`src/rtl/skid_buf_pkg.sv`:
```
// Shared types and constants for the skid buffer.
package skid_buf_pkg;

  localparam int SKID_BUF_DEPTH = 2;
  localparam int OCC_W = $clog2(SKID_BUF_DEPTH + 1);

  typedef enum logic [1:0] {
    EMPTY = 2'b00,
    BUSY  = 2'b01,
    FULL  = 2'b10
  } state_e;

  // Number of entries held in each state.
  function automatic logic [OCC_W-1:0] occ_of(input state_e s);
    case (s)
      BUSY:    occ_of = OCC_W'(1);
      FULL:    occ_of = OCC_W'(2);
      default: occ_of = '0;
    endcase
  endfunction

endpackage

```
`src/rtl/skid_reg.sv`:
```
// WIDTH-bit data register with synchronous reset and load enable.
module skid_reg #(
  parameter int WIDTH = 8
) (
  input  logic             clk,
  input  logic             rst,
  input  logic             en,
  input  logic [WIDTH-1:0] d,
  output logic [WIDTH-1:0] q
);

  logic [WIDTH-1:0] data_q;
  logic [WIDTH-1:0] data_d;

  always_comb begin
    data_d = en ? d : data_q;
  end

  always_ff @(posedge clk) begin
    if (rst) data_q <= '0;
    else     data_q <= data_d;
  end

  assign q = data_q;

endmodule

```
`src/rtl/skid_buf.sv`:
```
// Two-entry skid buffer with fully registered i_ready/q_valid.
// Define SKID_BUF_OCC_EN to add the registered occupancy output occ.
module skid_buf
  import skid_buf_pkg::*;
#(
  parameter int WIDTH = 8
) (
  input  logic             clk,
  input  logic             rst,
  input  logic [WIDTH-1:0] i,
  input  logic             i_valid,
  output logic             i_ready,
  output logic [WIDTH-1:0] q,
  output logic             q_valid,
  input  logic             q_ready
`ifdef SKID_BUF_OCC_EN
  ,
  output logic [1:0]       occ
`endif
);

  state_e           state_q, state_d;
  logic             q_valid_q, q_valid_d;
  logic             i_ready_q, i_ready_d;
  logic             main_en, skid_en, main_from_skid;
  logic [WIDTH-1:0] main_d, main_q, skid_q;
  logic             in_xfer, out_xfer;

  assign in_xfer  = i_valid & i_ready_q;
  assign out_xfer = q_valid_q & q_ready;

  always_comb begin
    state_d        = state_q;
    main_en        = 1'b0;
    skid_en        = 1'b0;
    main_from_skid = 1'b0;
    case (state_q)
      EMPTY: begin
        if (in_xfer) begin
          state_d = BUSY;
          main_en = 1'b1;
        end
      end
      BUSY: begin
        case ({in_xfer, out_xfer})
          2'b10: begin
            state_d = FULL;
            skid_en = 1'b1;
          end
          2'b01:   state_d = EMPTY;
          2'b11:   main_en = 1'b1;
          default: ;
        endcase
      end
      FULL: begin
        if (out_xfer) begin
          state_d        = BUSY;
          main_en        = 1'b1;
          main_from_skid = 1'b1;
        end
      end
      default: state_d = EMPTY;
    endcase
    // Handshake flags are computed from the next state so they leave as plain flops.
    q_valid_d = (state_d != EMPTY);
    i_ready_d = (state_d != FULL);
    main_d    = main_from_skid ? skid_q : i;
  end

  always_ff @(posedge clk) begin
    if (rst) begin
      state_q   <= EMPTY;
      q_valid_q <= 1'b0;
      i_ready_q <= 1'b1;
    end else begin
      state_q   <= state_d;
      q_valid_q <= q_valid_d;
      i_ready_q <= i_ready_d;
    end
  end

  skid_reg #(.WIDTH(WIDTH)) u_main (
    .clk (clk),
    .rst (rst),
    .en  (main_en),
    .d   (main_d),
    .q   (main_q)
  );

  skid_reg #(.WIDTH(WIDTH)) u_skid (
    .clk (clk),
    .rst (rst),
    .en  (skid_en),
    .d   (i),
    .q   (skid_q)
  );

  assign q       = main_q;
  assign q_valid = q_valid_q;
  assign i_ready = i_ready_q;

`ifdef SKID_BUF_OCC_EN
  logic [1:0] occ_q;

  always_ff @(posedge clk) begin
    if (rst) occ_q <= 2'd0;
    else     occ_q <= occ_of(state_d);
  end

  assign occ = occ_q;
`endif

endmodule

```
`config.mk`:
```
export PLATFORM = sky130hd
export DESIGN_NAME = skid_buf
export DESIGN_NICKNAME = d
export VERILOG_FILES = /design/src/rtl/skid_buf_pkg.sv /design/src/rtl/skid_reg.sv /design/src/rtl/skid_buf.sv
export SDC_FILE = /design/constraint.sdc
export NUM_CORES = 1
export LEC_CHECK = 0
export BUFFER_PORTS_ARGS = -buffer_cell sky130_fd_sc_hd__buf_2
export CAP_MARGIN = 20
export CORE_MARGIN = 4
export CORE_UTILIZATION = 51
export DETAILED_ROUTE_END_ITERATION = 10
export GPL_TIMING_DRIVEN = 0
export PLACE_DENSITY_LB_ADDON = 0.25
export SLEW_MARGIN = 20
export SYNTH_ARGS = -nofsm -noshare
export SYNTH_HDL_FRONTEND = slang
export SYNTH_SLANG_ARGS = --single-unit
```
`constraint.sdc`:
```
create_clock -name clk -period 2 [get_ports clk]
set_input_delay 0.3 -clock clk [delete_from_list [all_inputs] [get_ports clk]]
set_output_delay 0.3 -clock clk [all_outputs]
set_load 0.03 [all_outputs]
```
==> flow_summary.html, run 1 <==
<table>
<tr><th>Metric</th><th>Value</th></tr>
<tr><th colspan="2">Run status</th></tr>
<tr><td>Run status</td><td>finished clean</td></tr>
<tr><th colspan="2">STA</th></tr>
<tr><td>Worst clock skew</td><td>0.00515 ns</td></tr>
<tr><td>Max_slew headroom</td><td>65.6%</td></tr>
<tr><td>Final count of pins violating max slew</td><td>0</td></tr>
<tr><td>Final setup violating endpoints</td><td>0</td></tr>
<tr><td>Maximum clock rate</td><td>585 MHz</td></tr>
<tr><td>Worst setup margin</td><td>0.291 ns</td></tr>
<tr><td>Hold WS</td><td>0.196 ns</td></tr>
<tr><td>Setup repair after global routing missed its margin</td><td>no</td></tr>
<tr><td>Sum of negative setup slack</td><td>0 ns</td></tr>
<tr><td>Minimum period implied by the final worst setup slack</td><td>1.71 ns</td></tr>
<tr><td>Worst-Margin Slew</td><td>0.516 ns</td></tr>
<tr><td>Final hold violation count</td><td>0</td></tr>
<tr><td>Period utilization</td><td>85.4%</td></tr>
<tr><th colspan="2">Critical path</th></tr>
<tr><td>Worst setup EP type</td><td>register</td></tr>
<tr><td>Startpoint of the most critical setup path</td><td>q_valid$_SDFF_PP0_</td></tr>
<tr><td>Dominant delay contributor by cell family on the critical path</td><td>flip-flops</td></tr>
<tr><td>Reg2Reg Launch Point</td><td>q_valid$_SDFF_PP0_</td></tr>
<tr><td>Cell-by-cell listing of the critical path</td><td>and2_1, buf_2, ha_1, nand3b_1, o211ai_4, buf_8, nor2_1, a311oi_2</td></tr>
<tr><td>Largest fanout of any net on the critical path</td><td>10</td></tr>
<tr><td>Worst flop-to-flop path endpoint</td><td>u_main.q[7]$_SDFFE_PP0P_</td></tr>
<tr><td>Worst-case reg-to-reg path depth</td><td>8</td></tr>
<tr><td>Startpoint type of the worst setup path</td><td>register</td></tr>
<tr><td>Data required time at the worst endpoint</td><td>2.21 ns</td></tr>
<tr><td>Crit path largest cell delay</td><td>0.42 ns</td></tr>
<tr><td>WP buf/inv</td><td>2</td></tr>
<tr><td>Setup slack of the most critical reg-to-reg path</td><td>0.29 ns</td></tr>
<tr><td>Worst setup path class</td><td>register to register</td></tr>
<tr><td>WP data arrival</td><td>1.92 ns</td></tr>
<tr><td>CP max stage cell</td><td>sky130_fd_sc_hd__dfxtp_1</td></tr>
<tr><th colspan="2">Power and ir drop</th></tr>
<tr><td>Power per standard cell area</td><td>766 nW/um^2</td></tr>
<tr><td>Part of the power in registers</td><td>52.6%</td></tr>
<tr><td>Leak Pwr</td><td>0.000483 uW</td></tr>
<tr><td>Net switching power</td><td>264 uW</td></tr>
<tr><td>Worst IR drop on VDD</td><td>0.493 mV</td></tr>
<tr><td>Share of power burned in combinational logic</td><td>25.2%</td></tr>
<tr><td>Clock network power share</td><td>22.2%</td></tr>
<tr><td>Power Internal</td><td>584 uW</td></tr>
<tr><td>Switching Fraction</td><td>31.1%</td></tr>
<tr><th colspan="2">Min path</th></tr>
<tr><td>Hold Path End</td><td>i_ready$_SDFF_PP1_</td></tr>
<tr><td>Class of the tightest hold or removal check</td><td>input pin to register</td></tr>
<tr><td>Depth of the worst hold-timing path</td><td>2</td></tr>
<tr><td>Hold Crit Start</td><td>rst</td></tr>
<tr><th colspan="2">Clock tree</th></tr>
<tr><td>Buffer depth of the longest clock path</td><td>2</td></tr>
<tr><td>Post-cts repair resize count</td><td>0</td></tr>
<tr><td>Total clock buffers created by CTS</td><td>3</td></tr>
<tr><td>Post-CTS setup buffer count</td><td>0</td></tr>
<tr><td>Root buffer cell</td><td>sky130_fd_sc_hd__clkbuf_4</td></tr>
<tr><td>Clock transition at the registers of the reported paths</td><td>0.10 ns</td></tr>
<tr><td>Source-to-sink clock delay at the later pin of the worst-skew pair</td><td>0.30 ns</td></tr>
<tr><td>TritonCTS clock tree</td><td>done</td></tr>
<tr><td>Number of buffers inserted for hold repair after clock tree synthesis</td><td>0</td></tr>
<tr><td>Clock sink count</td><td>20</td></tr>
<tr><td>Deepest level of the CTS H-tree</td><td>1</td></tr>
<tr><th colspan="2">Logic synthesis</th></tr>
<tr><td>Count of mapped cells out of synthesis</td><td>101</td></tr>
<tr><td>Yosys Warn Count</td><td>0</td></tr>
<tr><td>Share of the yosys chip area belonging to registers</td><td>42.2%</td></tr>
<tr><td>Flip-flop and latch count after synthesis</td><td>20</td></tr>
<tr><td>Net Count, Synth</td><td>114</td></tr>
<tr><td>Fraction of post-synthesis cell area in the top cell type by area</td><td>42.2%</td></tr>
<tr><td>Post-Syn Area per Cell</td><td>9.39 um^2</td></tr>
<tr><td>Cell taking the most area after synthesis</td><td>sky130_fd_sc_hd__dfxtp_1</td></tr>
<tr><td>Number of distinct library cells after synthesis</td><td>27</td></tr>
<tr><td>Most area-consuming cells after synthesis</td><td>sky130_fd_sc_hd__dfxtp_1 42%, sky130_fd_sc_hd__mux2i_1 8.4%, sky130_fd_sc_hd__nor2_1 7.9%</td></tr>
<tr><td>Synthesized area</td><td>948 um^2</td></tr>
<tr><th colspan="2">Global routing</th></tr>
<tr><td>Total GRT Usage</td><td>16.7%</td></tr>
<tr><td>Number of global-route vias before repair</td><td>731</td></tr>
<tr><td>GRT Residual Overflow</td><td>0</td></tr>
<tr><td>Global-route wire length before repair</td><td>3.27 mm</td></tr>
<tr><td>Number of antenna violations at the first check in global routing</td><td>0</td></tr>
<tr><td>Pin count of the biggest net entering global routing</td><td>11</td></tr>
<tr><th colspan="2">Cells and area</th></tr>
<tr><td>Share of final-layout standard cells stronger than drive strength 1</td><td>29.6%</td></tr>
<tr><td>Post-layout utilization of the core</td><td>63.4%</td></tr>
<tr><td>Most common library cell in the layout ignoring fill and taps</td><td>sky130_fd_sc_hd__buf_2</td></tr>
<tr><td>Post-route insts no fill</td><td>150</td></tr>
<tr><td>Total number of nets in the final design</td><td>140</td></tr>
<tr><td>Commonest cells after routing, fill and taps aside</td><td>22 x sky130_fd_sc_hd__buf_2, 20 x sky130_fd_sc_hd__nor2_1, 20 x sky130_fd_sc_hd__dfxtp_1</td></tr>
<tr><td>Area growth, synth to finish</td><td>16.8%</td></tr>
<tr><td>N_diodes</td><td>0</td></tr>
<tr><th colspan="2">Detailed routing</th></tr>
<tr><td>Number of vias per cell</td><td>5.13</td></tr>
<tr><td>Routed wire length</td><td>1.90 mm</td></tr>
<tr><td>Initial DRC count</td><td>12</td></tr>
<tr><td>Length of the first detailed-routing pass in iterations</td><td>5</td></tr>
<tr><td>Detail-routed net length per standard cell</td><td>12.7 um</td></tr>
<tr><td>Vias post-DR</td><td>769</td></tr>
<tr><td>DR DRC count</td><td>0</td></tr>
<tr><td>Antenna violation net count after detailed routing</td><td>0</td></tr>
<tr><th colspan="2">Floorplan</th></tr>
<tr><td>Overall die height</td><td>51.1 um</td></tr>
<tr><td>Horizontal extent of the die</td><td>51.1 um</td></tr>
<tr><td>Number of placed I/O pins</td><td>22</td></tr>
<tr><td>Die area</td><td>2610 um^2</td></tr>
<tr><td>Row cnt</td><td>15</td></tr>
<tr><td>Initial core utilization</td><td>54.3%</td></tr>
<tr><td>Total core area</td><td>1750 um^2</td></tr>
<tr><th colspan="2">Placement</th></tr>
<tr><td>Placed Cells</td><td>147</td></tr>
<tr><td>GP Congestion</td><td>0.801</td></tr>
<tr><td>Placement-stage worst setup slack</td><td>0.296 ns</td></tr>
<tr><td>Hpwl dp</td><td>1.40 mm</td></tr>
<tr><td>Number of input and output port buffers inserted</td><td>21</td></tr>
<tr><th colspan="2">Flow run</th></tr>
<tr><td>Max-cap violations</td><td>0</td></tr>
</table>
==> synth_stat cells <==
cell,count
sky130_fd_sc_hd__nand3_1,1
sky130_fd_sc_hd__buf_8,1
sky130_fd_sc_hd__a21oi_1,3
sky130_fd_sc_hd__nand2_1,17
sky130_fd_sc_hd__dfxtp_1,20
sky130_fd_sc_hd__a31oi_1,1
sky130_fd_sc_hd__nor3_1,1
sky130_fd_sc_hd__nand3b_1,1
sky130_fd_sc_hd__nand4b_4,1
sky130_fd_sc_hd__buf_6,1
sky130_fd_sc_hd__nor2b_1,1
sky130_fd_sc_hd__mux2i_1,8
sky130_fd_sc_hd__a311oi_1,5
sky130_fd_sc_hd__a2bb2oi_1,1
sky130_fd_sc_hd__and2_1,2
sky130_fd_sc_hd__clkbuf_1,2
sky130_fd_sc_hd__or3_1,1
sky130_fd_sc_hd__a311oi_2,3
sky130_fd_sc_hd__nand3b_4,1
sky130_fd_sc_hd__buf_2,1
sky130_fd_sc_hd__ha_1,1
sky130_fd_sc_hd__nor2_1,20
sky130_fd_sc_hd__nor3b_2,1
sky130_fd_sc_hd__o211ai_4,1
sky130_fd_sc_hd__buf_4,3
sky130_fd_sc_hd__inv_1,2
sky130_fd_sc_hd__o22a_1,1
==> registers in the layout, indices dropped and copies added (netlist names) <==
signal    flops
state_q       2
u_skid.q      8
i_ready       1
u_main.q      8
q_valid       1
==> power groups by stage <==
| stage | combinational [uW] | sequential (uW) | clock, uW |
|---|---|---|---|
| after floorplan | 116 | 496 | 0 |
| after global placement | 210 | 454 | 0 |
| after detailed placement | 215 | 455 | 0 |
| after CTS | 215 | 446 | 195 |
| after global routing | 232 | 449 | 208 |
| final | 214 | 446 | 188 |
==> cell type report <==
cell class / count / area [um^2]
tap: 25 / 31.3
sequential: 20 / 400
timing repair buffer: 21 / 105
inverter: 2 / 7.51
multi-input combinational: 71 / 479
fill: 161 / 638
clock buffer: 3 / 22.5
buffer: 8 / 61.3
==> worst max-delay path by stage <==
stage	end	slack (ns)	depth (start not counted)
final	u_main.q[7]$_SDFFE_PP0P_	0.29	8
after global routing	u_main.q[7]$_SDFFE_PP0P_	0.23	8
after CTS	u_main.q[7]$_SDFFE_PP0P_	0.29	8
after detailed placement	u_main.q[7]$_SDFFE_PP0P_	0.30	9
after global placement	u_main.q[7]$_SDFFE_PP0P_	0.36	9
after floorplan	u_main.q[6]$_SDFFE_PP0P_	0.24	8
==> per-layer routing <==
metal	track usage [%]	share of wire, %	vias to the layer above
li1	-	-	399
met1	21.4	48	347
met2	27.3	46	18
met3	4.08	4.7	5
met4	5.38	1.6	0
met5	0	0	-
==> cells by family (layout without fill, tap and decap cells) <==
| family | Yosys count | count (layout) | share of synthesized area [%] |
|---|---|---|---|
| AND/OR/NAND/NOR | 47 | 47 | 25.1 |
| flip-flops | 20 | 20 | 42.2 |
| multiplexers | 8 | 8 | 8.44 |
| AO/OA/AOI/OAI | 15 | 15 | 15.7 |
| adder cells (fa/ha/maj) | 1 | 1 | 1.32 |
| buffers and inverters | 10 | 34 | 7.26 |
==> through the flow <==
stage	area, um^2	total power [uW]
final	1110	848
after CTS	1110	856
after global routing	1110	888
after detailed placement	1080	670
after floorplan	948	612
after global placement	1080	664
No activity file was read; power rests on OpenSTA's default activity.
==> inputs of run 2 (changes only) <==
CAP_MARGIN = 10   (was 20)
CORE_UTILIZATION = 50   (was 51)
SYNTH_HIERARCHICAL = 1   (was default)
==> run 2 against run 1 <==
Against the previous run: core utilization fell by 0.95 points; first-iteration DRC count rose by 42%; routed wire length fell by 14%; clock power rose by 23%; worst hold slack improved by 0.032 ns; critical endpoint is now u_main/q[5]$_SDFFE_PP0P_; highest routed layer unchanged.
==> flow_summary.html, run 2 <==
<table>
<tr><th>Metric</th><th>Value</th></tr>
<tr><th colspan="2">Logic synthesis</th></tr>
<tr><td>Post-synth EDFFs</td><td>0</td></tr>
<tr><td>Yosys Warn Count</td><td>6</td></tr>
<tr><td>Post-Syn Area per Cell</td><td>10.3 um^2</td></tr>
<tr><td>Share of synthesized flip-flops with an asynchronous set or reset</td><td>0%</td></tr>
<tr><td>Most area-consuming cells after synthesis</td><td>sky130_fd_sc_hd__dfxtp_1 45%, sky130_fd_sc_hd__mux2i_1 18%, sky130_fd_sc_hd__mux2_2 10%</td></tr>
<tr><td>Fraction of post-synthesis cell area in the top cell type by area</td><td>44.8%</td></tr>
<tr><td>Cell taking the most area after synthesis</td><td>sky130_fd_sc_hd__dfxtp_1</td></tr>
<tr><td>Most frequent cell after synthesis</td><td>sky130_fd_sc_hd__dfxtp_1</td></tr>
<tr><td>Top cell types by occurrence after synthesis</td><td>20 x sky130_fd_sc_hd__dfxtp_1, 18 x sky130_fd_sc_hd__nor2_1, 16 x sky130_fd_sc_hd__mux2i_1, 8 x sky130_fd_sc_hd__mux2_2, 3 x sky130_fd_sc_hd__nand2_1</td></tr>
<tr><td>Share of the yosys chip area belonging to registers</td><td>44.8%</td></tr>
<tr><td>Net Count, Synth</td><td>100</td></tr>
<tr><td>Flip-flop and latch count after synthesis</td><td>20</td></tr>
<tr><td>Ys flop type</td><td>sky130_fd_sc_hd__dfxtp_1</td></tr>
<tr><td>Synthesized area</td><td>895 um^2</td></tr>
<tr><td>Count of mapped cells out of synthesis</td><td>87</td></tr>
<tr><td>Number of distinct library cells after synthesis</td><td>23</td></tr>
<tr><th colspan="2">Power and ir drop</th></tr>
<tr><td>Net switching power</td><td>229 uW</td></tr>
<tr><td>Switching Fraction</td><td>27.4%</td></tr>
<tr><td>Worst IR drop on VDD</td><td>0.569 mV</td></tr>
<tr><td>Part of the power in registers</td><td>52.5%</td></tr>
<tr><td>Share of power burned in combinational logic</td><td>19.9%</td></tr>
<tr><td>Power per standard cell area</td><td>783 nW/um^2</td></tr>
<tr><td>Power Internal</td><td>607 uW</td></tr>
<tr><td>Clock network power share</td><td>27.6%</td></tr>
<tr><td>Leak Pwr</td><td>0.000480 uW</td></tr>
<tr><th colspan="2">STA</th></tr>
<tr><td>Worst-Margin Slew</td><td>0.344 ns</td></tr>
<tr><td>Sum of negative setup slack</td><td>0 ns</td></tr>
<tr><td>Final count of pins violating max slew</td><td>0</td></tr>
<tr><td>Worst setup margin</td><td>0.459 ns</td></tr>
<tr><td>Final setup violating endpoints</td><td>0</td></tr>
<tr><td>Period utilization</td><td>77.1%</td></tr>
<tr><td>Max_slew headroom</td><td>77.1%</td></tr>
<tr><td>Setup repair after global routing missed its margin</td><td>no</td></tr>
<tr><td>Maximum clock rate</td><td>649 MHz</td></tr>
<tr><td>Final hold violation count</td><td>0</td></tr>
<tr><td>Worst clock skew</td><td>0.00322 ns</td></tr>
<tr><td>Minimum period implied by the final worst setup slack</td><td>1.54 ns</td></tr>
<tr><td>Hold WS</td><td>0.228 ns</td></tr>
<tr><th colspan="2">Cells and area</th></tr>
<tr><td>Most common library cell in the layout ignoring fill and taps</td><td>sky130_fd_sc_hd__buf_2</td></tr>
<tr><td>Area of the multi-input gates</td><td>455 um^2</td></tr>
<tr><td>Commonest cells after routing, fill and taps aside</td><td>22 x sky130_fd_sc_hd__buf_2, 20 x sky130_fd_sc_hd__dfxtp_1, 18 x sky130_fd_sc_hd__nor2_1</td></tr>
<tr><td>N_diodes</td><td>0</td></tr>
<tr><td>Fin area</td><td>1070 um^2</td></tr>
<tr><td>Flip-flop and latch area</td><td>400 um^2</td></tr>
<tr><td>Area growth, synth to finish</td><td>19.3%</td></tr>
<tr><td>Share of final-layout standard cells stronger than drive strength 1</td><td>33.9%</td></tr>
<tr><td>Total number of nets in the final design</td><td>126</td></tr>
<tr><td>Filler cells</td><td>151</td></tr>
<tr><th colspan="2">Flow run</th></tr>
<tr><td>Max-cap violations</td><td>0</td></tr>
<tr><th colspan="2">Critical path</th></tr>
<tr><td>Cell-by-cell listing of the critical path</td><td>and2_1, clkbuf_1, ha_1, nand2_1, nand2_1, buf_6, mux2i_1, nor2_1</td></tr>
<tr><td>CP max stage cell</td><td>sky130_fd_sc_hd__dfxtp_1</td></tr>
<tr><td>Dominant delay contributor by cell family on the critical path</td><td>flip-flops</td></tr>
<tr><td>Worst setup path class</td><td>register to register</td></tr>
<tr><td>Largest fanout of any net on the critical path</td><td>8</td></tr>
<tr><td>Cell repeated most along the worst path</td><td>sky130_fd_sc_hd__nand2_1</td></tr>
<tr><td>Data required time at the worst endpoint</td><td>2.19 ns</td></tr>
<tr><td>Setup slack of the most critical reg-to-reg path</td><td>0.46 ns</td></tr>
<tr><td>WP buf/inv</td><td>2</td></tr>
<tr><td>Worst setup EP type</td><td>register</td></tr>
<tr><td>WP data arrival</td><td>1.73 ns</td></tr>
<tr><td>Startpoint type of the worst setup path</td><td>register</td></tr>
<tr><td>Crit path largest cell delay</td><td>0.40 ns</td></tr>
<tr><th colspan="2">Detailed routing</th></tr>
<tr><td>Initial DRC count</td><td>17</td></tr>
<tr><td>Number of vias per cell</td><td>4.86</td></tr>
<tr><td>Length of the first detailed-routing pass in iterations</td><td>4</td></tr>
<tr><td>Antenna violation net count after detailed routing</td><td>0</td></tr>
<tr><td>DR DRC count</td><td>0</td></tr>
<tr><td>Routed wire length</td><td>1.64 mm</td></tr>
<tr><td>Detail-routed net length per standard cell</td><td>12.0 um</td></tr>
<tr><td>Vias post-DR</td><td>666</td></tr>
<tr><th colspan="2">Global routing</th></tr>
<tr><td>Total GRT Usage</td><td>15.0%</td></tr>
<tr><td>Global-route wire length before repair</td><td>2.79 mm</td></tr>
<tr><td>Number of global-route vias before repair</td><td>595</td></tr>
<tr><td>Number of antenna violations at the first check in global routing</td><td>0</td></tr>
<tr><td>Pin count of the biggest net entering global routing</td><td>12</td></tr>
<tr><td>GRT Residual Overflow</td><td>0</td></tr>
<tr><th colspan="2">Clock tree</th></tr>
<tr><td>Buffer depth of the longest clock path</td><td>2</td></tr>
<tr><td>Root buffer cell</td><td>sky130_fd_sc_hd__clkbuf_4</td></tr>
<tr><td>Clock transition at the registers of the reported paths</td><td>0.11 ns</td></tr>
<tr><td>Number of buffers inserted for hold repair after clock tree synthesis</td><td>0</td></tr>
<tr><td>Post-CTS setup buffer count</td><td>0</td></tr>
<tr><td>Total clock buffers created by CTS</td><td>3</td></tr>
<tr><td>TritonCTS clock tree</td><td>done</td></tr>
<tr><td>Deepest level of the CTS H-tree</td><td>1</td></tr>
<tr><td>Post-cts repair resize count</td><td>0</td></tr>
<tr><td>Source-to-sink clock delay at the later pin of the worst-skew pair</td><td>0.29 ns</td></tr>
<tr><td>Clock sink count</td><td>20</td></tr>
<tr><th colspan="2">Run status</th></tr>
<tr><td>Run status</td><td>finished clean</td></tr>
<tr><th colspan="2">Placement</th></tr>
<tr><td>Placement-stage worst setup slack</td><td>0.432 ns</td></tr>
<tr><td>Hpwl dp</td><td>1.19 mm</td></tr>
<tr><td>Number of input and output port buffers inserted</td><td>21</td></tr>
<tr><td>Cell area after placement</td><td>1030 um^2</td></tr>
<tr><td>GP Congestion</td><td>0.702</td></tr>
<tr><th colspan="2">Floorplan</th></tr>
<tr><td>Die area</td><td>2530 um^2</td></tr>
<tr><td>Number of placed I/O pins</td><td>22</td></tr>
<tr><td>Initial core utilization</td><td>52.4%</td></tr>
<tr><td>Horizontal extent of the die</td><td>50.3 um</td></tr>
<tr><td>Overall die height</td><td>50.3 um</td></tr>
<tr><td>Row cnt</td><td>15</td></tr>
<tr><td>Total core area</td><td>1710 um^2</td></tr>
<tr><th colspan="2">Min path</th></tr>
<tr><td>Class of the tightest hold or removal check</td><td>input pin to register</td></tr>
</table>
## run 2: cell types whose count changed in the layout (fill, tap and decap cells not counted), sizes merged, moves of 8 or more
cell    previous run  this run
mux2               0         8
a311oi             8         0
nand2             17         3
mux2i              8        16
## run 2: path summary, 6_finish.rpt
check / from / to / depth (start not counted)
max: q_valid$_SDFF_PP0_ / u_main/q[5]$_SDFFE_PP0P_ / 8
max reg2reg: q_valid$_SDFF_PP0_ / u_main/q[5]$_SDFFE_PP0P_ / 8
min: rst / state_q[0]$_SDFF_PP0_ / 2
min reg2reg: u_main/q[2]$_SDFFE_PP0P_ / u_main/q[2]$_SDFFE_PP0P_ / 2
## run 2: per-stage QoR
| stage | util, % | total power [uW] | instances |
|---|---|---|---|
| 2_1_floorplan | - | 569 | 87 |
| 3_3_place_gp | 60.4 | 609 | 133 |
| 3_5_place_dp | 60.4 | 614 | 133 |
| 4_1_cts | 62.5 | 843 | 137 |
| 5_1_grt | 62.5 | 883 | 137 |
| 6_report | 62.5 | 836 | 137 |
## run 2: cells by family after synthesis
group | synth area share (%)
and+or+nand+nor | 17.8
muxes | 28.0
DFF | 44.8
buffers and inverters | 4.33
AOI/OAI and AO/OA | 3.78
adders and majority gates | 1.40
## run 2: routing by layer
layer	routed length [um]	part of all wire (%)	global-route usage [%]
met4	25	1.5	6.73
met2	696	42	20.9
met1	812	49	21.4
met3	107	6.5	3.86
met5	0	0	0
## run 2: power groups by stage
| stage | sequential (uW) | clock [uW] | combinational [uW] |
|---|---|---|---|
| floorplan | 478 | 0 | 90.6 |
| global placement | 446 | 0 | 163 |
| detailed placement | 448 | 0 | 165 |
| CTS | 439 | 238 | 167 |
| global route | 443 | 260 | 180 |
| finish | 439 | 231 | 166 |
## run 2: cell type report
cell class	count	share of cell area, %
Buffer	6	3.63
Tap cell	25	2.93
Multi-Input combinational cell	61	42.7
Clock buffer	4	3.40
Sequential cell	20	37.5
Timing Repair Buffer	21	9.85
==> inputs of run 3 (changes only) <==
CORE_UTILIZATION = 45   (was 50)
clock period = 1.3 ns   (was 2 ns; I/O delays follow)
==> run 3 against run 2 <==
Against the previous run: the run now ends with negative setup slack left; first-iteration DRC count stayed put; combinational power grew 89%; clock power up 59%; global-route usage grew 1.0 points; critical path type unchanged; critical endpoint is now u_skid/q[6]$_SDFFE_PP0P_; highest routed layer unchanged.
==> flow_summary.html, run 3 (synthesis gave the netlist of run 2 again) <==
<table>
<tr><th>Metric</th><th>Value</th></tr>
<tr><th colspan="2">Run status</th></tr>
<tr><td>Run status</td><td>complete, but fails checks</td></tr>
<tr><td>Violated checks</td><td>negative setup slack</td></tr>
<tr><th colspan="2">Power and ir drop</th></tr>
<tr><td>Switching Fraction</td><td>28.5%</td></tr>
<tr><td>Net switching power</td><td>385 uW</td></tr>
<tr><td>Part of the power in registers</td><td>49.7%</td></tr>
<tr><td>Worst IR drop on VDD</td><td>0.743 mV</td></tr>
<tr><td>Power Internal</td><td>968 uW</td></tr>
<tr><td>Power per standard cell area</td><td>1130 nW/um^2</td></tr>
<tr><td>Clock network power share</td><td>27.1%</td></tr>
<tr><td>Leak Pwr</td><td>0.000539 uW</td></tr>
<tr><td>Share of power burned in combinational logic</td><td>23.2%</td></tr>
<tr><th colspan="2">Clock tree</th></tr>
<tr><td>Buffer depth of the longest clock path</td><td>2</td></tr>
<tr><td>Source-to-sink clock delay at the later pin of the worst-skew pair</td><td>0.31 ns</td></tr>
<tr><td>Root buffer cell</td><td>sky130_fd_sc_hd__clkbuf_4</td></tr>
<tr><td>TritonCTS clock tree</td><td>done</td></tr>
<tr><td>Clock sink count</td><td>20</td></tr>
<tr><td>Deepest level of the CTS H-tree</td><td>1</td></tr>
<tr><td>Total clock buffers created by CTS</td><td>3</td></tr>
<tr><td>Clock transition at the registers of the reported paths</td><td>0.11 ns</td></tr>
<tr><td>Number of buffers inserted for hold repair after clock tree synthesis</td><td>0</td></tr>
<tr><th colspan="2">Detailed routing</th></tr>
<tr><td>DR DRC count</td><td>0</td></tr>
<tr><td>Length of the first detailed-routing pass in iterations</td><td>4</td></tr>
<tr><td>Antenna violation net count after detailed routing</td><td>0</td></tr>
<tr><td>Routed wire length</td><td>1.93 mm</td></tr>
<tr><td>Vias post-DR</td><td>708</td></tr>
<tr><td>Initial DRC count</td><td>17</td></tr>
<tr><td>Detail-routed net length per standard cell</td><td>13.5 um</td></tr>
<tr><td>Number of vias per cell</td><td>4.95</td></tr>
<tr><th colspan="2">Flow run</th></tr>
<tr><td>Max-cap violations</td><td>0</td></tr>
<tr><th colspan="2">Cells and area</th></tr>
<tr><td>N_diodes</td><td>0</td></tr>
<tr><td>Fin area</td><td>1200 um^2</td></tr>
<tr><td>Area of the multi-input gates</td><td>505 um^2</td></tr>
<tr><td>Share of final-layout standard cells stronger than drive strength 1</td><td>47.5%</td></tr>
<tr><td>Commonest cells after routing, fill and taps aside</td><td>21 x sky130_fd_sc_hd__buf_2, 17 x sky130_fd_sc_hd__nor2_1, 16 x sky130_fd_sc_hd__dfxtp_1</td></tr>
<tr><td>Post-layout utilization of the core</td><td>66.4%</td></tr>
<tr><td>Most common library cell in the layout ignoring fill and taps</td><td>sky130_fd_sc_hd__buf_2</td></tr>
<tr><td>Area growth, synth to finish</td><td>33.7%</td></tr>
<tr><td>Post-route insts no fill</td><td>143</td></tr>
<tr><td>Total number of nets in the final design</td><td>132</td></tr>
<tr><td>Flip-flop and latch area</td><td>415 um^2</td></tr>
<tr><td>Filler cells</td><td>149</td></tr>
<tr><th colspan="2">STA</th></tr>
<tr><td>Hold WS</td><td>0.108 ns</td></tr>
<tr><td>Setup repair after global routing missed its margin</td><td>yes</td></tr>
<tr><td>Final hold violation count</td><td>0</td></tr>
<tr><td>Sum of negative setup slack</td><td>-0.281 ns</td></tr>
<tr><td>Final setup violating endpoints</td><td>12</td></tr>
<tr><td>Maximum clock rate</td><td>737 MHz</td></tr>
<tr><td>Max_slew headroom</td><td>74.2%</td></tr>
<tr><td>Period utilization</td><td>104%</td></tr>
<tr><td>Worst-Margin Slew</td><td>0.387 ns</td></tr>
<tr><td>Worst setup margin</td><td>-0.0565 ns</td></tr>
<tr><td>Final count of pins violating max slew</td><td>0</td></tr>
<tr><td>Worst clock skew</td><td>0.00479 ns</td></tr>
<tr><td>Minimum period implied by the final worst setup slack</td><td>1.36 ns</td></tr>
<tr><th colspan="2">Critical path</th></tr>
<tr><td>Dominant delay contributor by cell family on the critical path</td><td>simple AND/OR/NAND/NOR gates</td></tr>
<tr><td>WP data arrival</td><td>1.56 ns</td></tr>
<tr><td>CP max stage cell</td><td>sky130_fd_sc_hd__dfxtp_4</td></tr>
<tr><td>Worst-case reg-to-reg path depth</td><td>6</td></tr>
<tr><td>WP buf/inv</td><td>1</td></tr>
<tr><td>Worst setup EP type</td><td>register</td></tr>
<tr><td>Cell repeated most along the worst path</td><td>sky130_fd_sc_hd__nor2_1</td></tr>
<tr><td>Setup slack of the most critical reg-to-reg path</td><td>-0.06 ns</td></tr>
<tr><td>Worst setup path class</td><td>register to register</td></tr>
<tr><td>Crit path largest cell delay</td><td>0.37 ns</td></tr>
<tr><td>WP depth</td><td>6</td></tr>
<tr><td>Cell-by-cell listing of the critical path</td><td>and2b_2, nand2_1, nor2_1, buf_6, mux2i_2, nor2_1</td></tr>
<tr><td>Data required time at the worst endpoint</td><td>1.50 ns</td></tr>
<tr><td>Startpoint type of the worst setup path</td><td>register</td></tr>
<tr><td>Largest fanout of any net on the critical path</td><td>8</td></tr>
<tr><th colspan="2">Placement</th></tr>
<tr><td>Hpwl dp</td><td>1.20 mm</td></tr>
<tr><td>Number of input and output port buffers inserted</td><td>21</td></tr>
<tr><td>Placed Cells</td><td>133</td></tr>
<tr><td>Cell area after placement</td><td>1050 um^2</td></tr>
<tr><td>GP Congestion</td><td>0.822</td></tr>
<tr><th colspan="2">Min path</th></tr>
<tr><td>Depth of the worst hold-timing path</td><td>2</td></tr>
<tr><td>Class of the tightest hold or removal check</td><td>input pin to register</td></tr>
<tr><th colspan="2">Global routing</th></tr>
<tr><td>Total GRT Usage</td><td>16.0%</td></tr>
<tr><td>Met1 Usage GRT</td><td>18.3%</td></tr>
<tr><td>Number of antenna violations at the first check in global routing</td><td>0</td></tr>
<tr><td>GRT Residual Overflow</td><td>0</td></tr>
<tr><td>Met2 track demand over resource in global routing</td><td>26.9%</td></tr>
<tr><td>GR Layer Usage met3</td><td>5.41%</td></tr>
<tr><td>Highest-utilization routing layer at the global route stage</td><td>met2</td></tr>
<tr><td>Number of global-route vias before repair</td><td>701</td></tr>
<tr><td>Global-route wire length before repair</td><td>3.14 mm</td></tr>
<tr><td>Pin count of the biggest net entering global routing</td><td>12</td></tr>
<tr><th colspan="2">Floorplan</th></tr>
<tr><td>Initial core utilization</td><td>49.7%</td></tr>
<tr><td>Row cnt</td><td>15</td></tr>
<tr><td>Number of placed I/O pins</td><td>22</td></tr>
<tr><td>Total core area</td><td>1800 um^2</td></tr>
<tr><td>Overall die height</td><td>52.6 um</td></tr>
<tr><td>Die area</td><td>2770 um^2</td></tr>
<tr><td>Horizontal extent of the die</td><td>52.6 um</td></tr>
</table>
[run 3: area by class of cell]
type                            instances  share of cell area (%)
Multi-Input combinational cell         61                    42.3
Sequential cell                        20                    34.7
Timing Repair Buffer                   29                    14.9
Clock buffer                            4                    3.03
Tap cell                               25                    2.62
Buffer                                  4                    2.51
[run 3: through the flow]
| stage | setup slack (ns) | power, uW |
|---|---|---|
| 2_1_floorplan | -0.103 | 879 |
| 3_3_place_gp | -0.184 | 944 |
| 3_5_place_dp | -0.216 | 950 |
| 4_1_cts | -0.0608 | 1340 |
| 5_1_grt | -0.116 | 1430 |
| 6_report | -0.0565 | 1350 |
[run 3: worst paths after layout]
kind / from / end
min: rst / state_q[0]$_SDFF_PP0_
max reg2reg: state_q[1]$_SDFF_PP0_ / u_skid/q[6]$_SDFFE_PP0P_
max: state_q[1]$_SDFF_PP0_ / u_skid/q[6]$_SDFFE_PP0P_
min reg2reg: u_main/q[2]$_SDFFE_PP0P_ / u_main/q[2]$_SDFFE_PP0P_
[run 3: power by group through the flow]
stage	combinational (uW)	clock (uW)	sequential (uW)
2_1_floorplan	144	0	735
3_3_place_gp	258	0	686
3_5_place_dp	262	0	688
4_1_cts	298	373	672
5_1_grt	338	415	678
6_report	314	367	672
[run 3: routing by layer]
| layer | share of wire [%] | wire length (um) |
|---|---|---|
| met5 | 0 | 0 |
| met4 | 3.1 | 60 |
| met3 | 7.0 | 134 |
| met1 | 43 | 830 |
| met2 | 47 | 900 |
[run 3: repair_timing]
action / 4_1_cts / 5_1_grt
pin swaps: 1 / 1
buffers inserted: 6 / 2
setup endpoints to repair: 18 / 19
gates resized for setup: 12 / 4
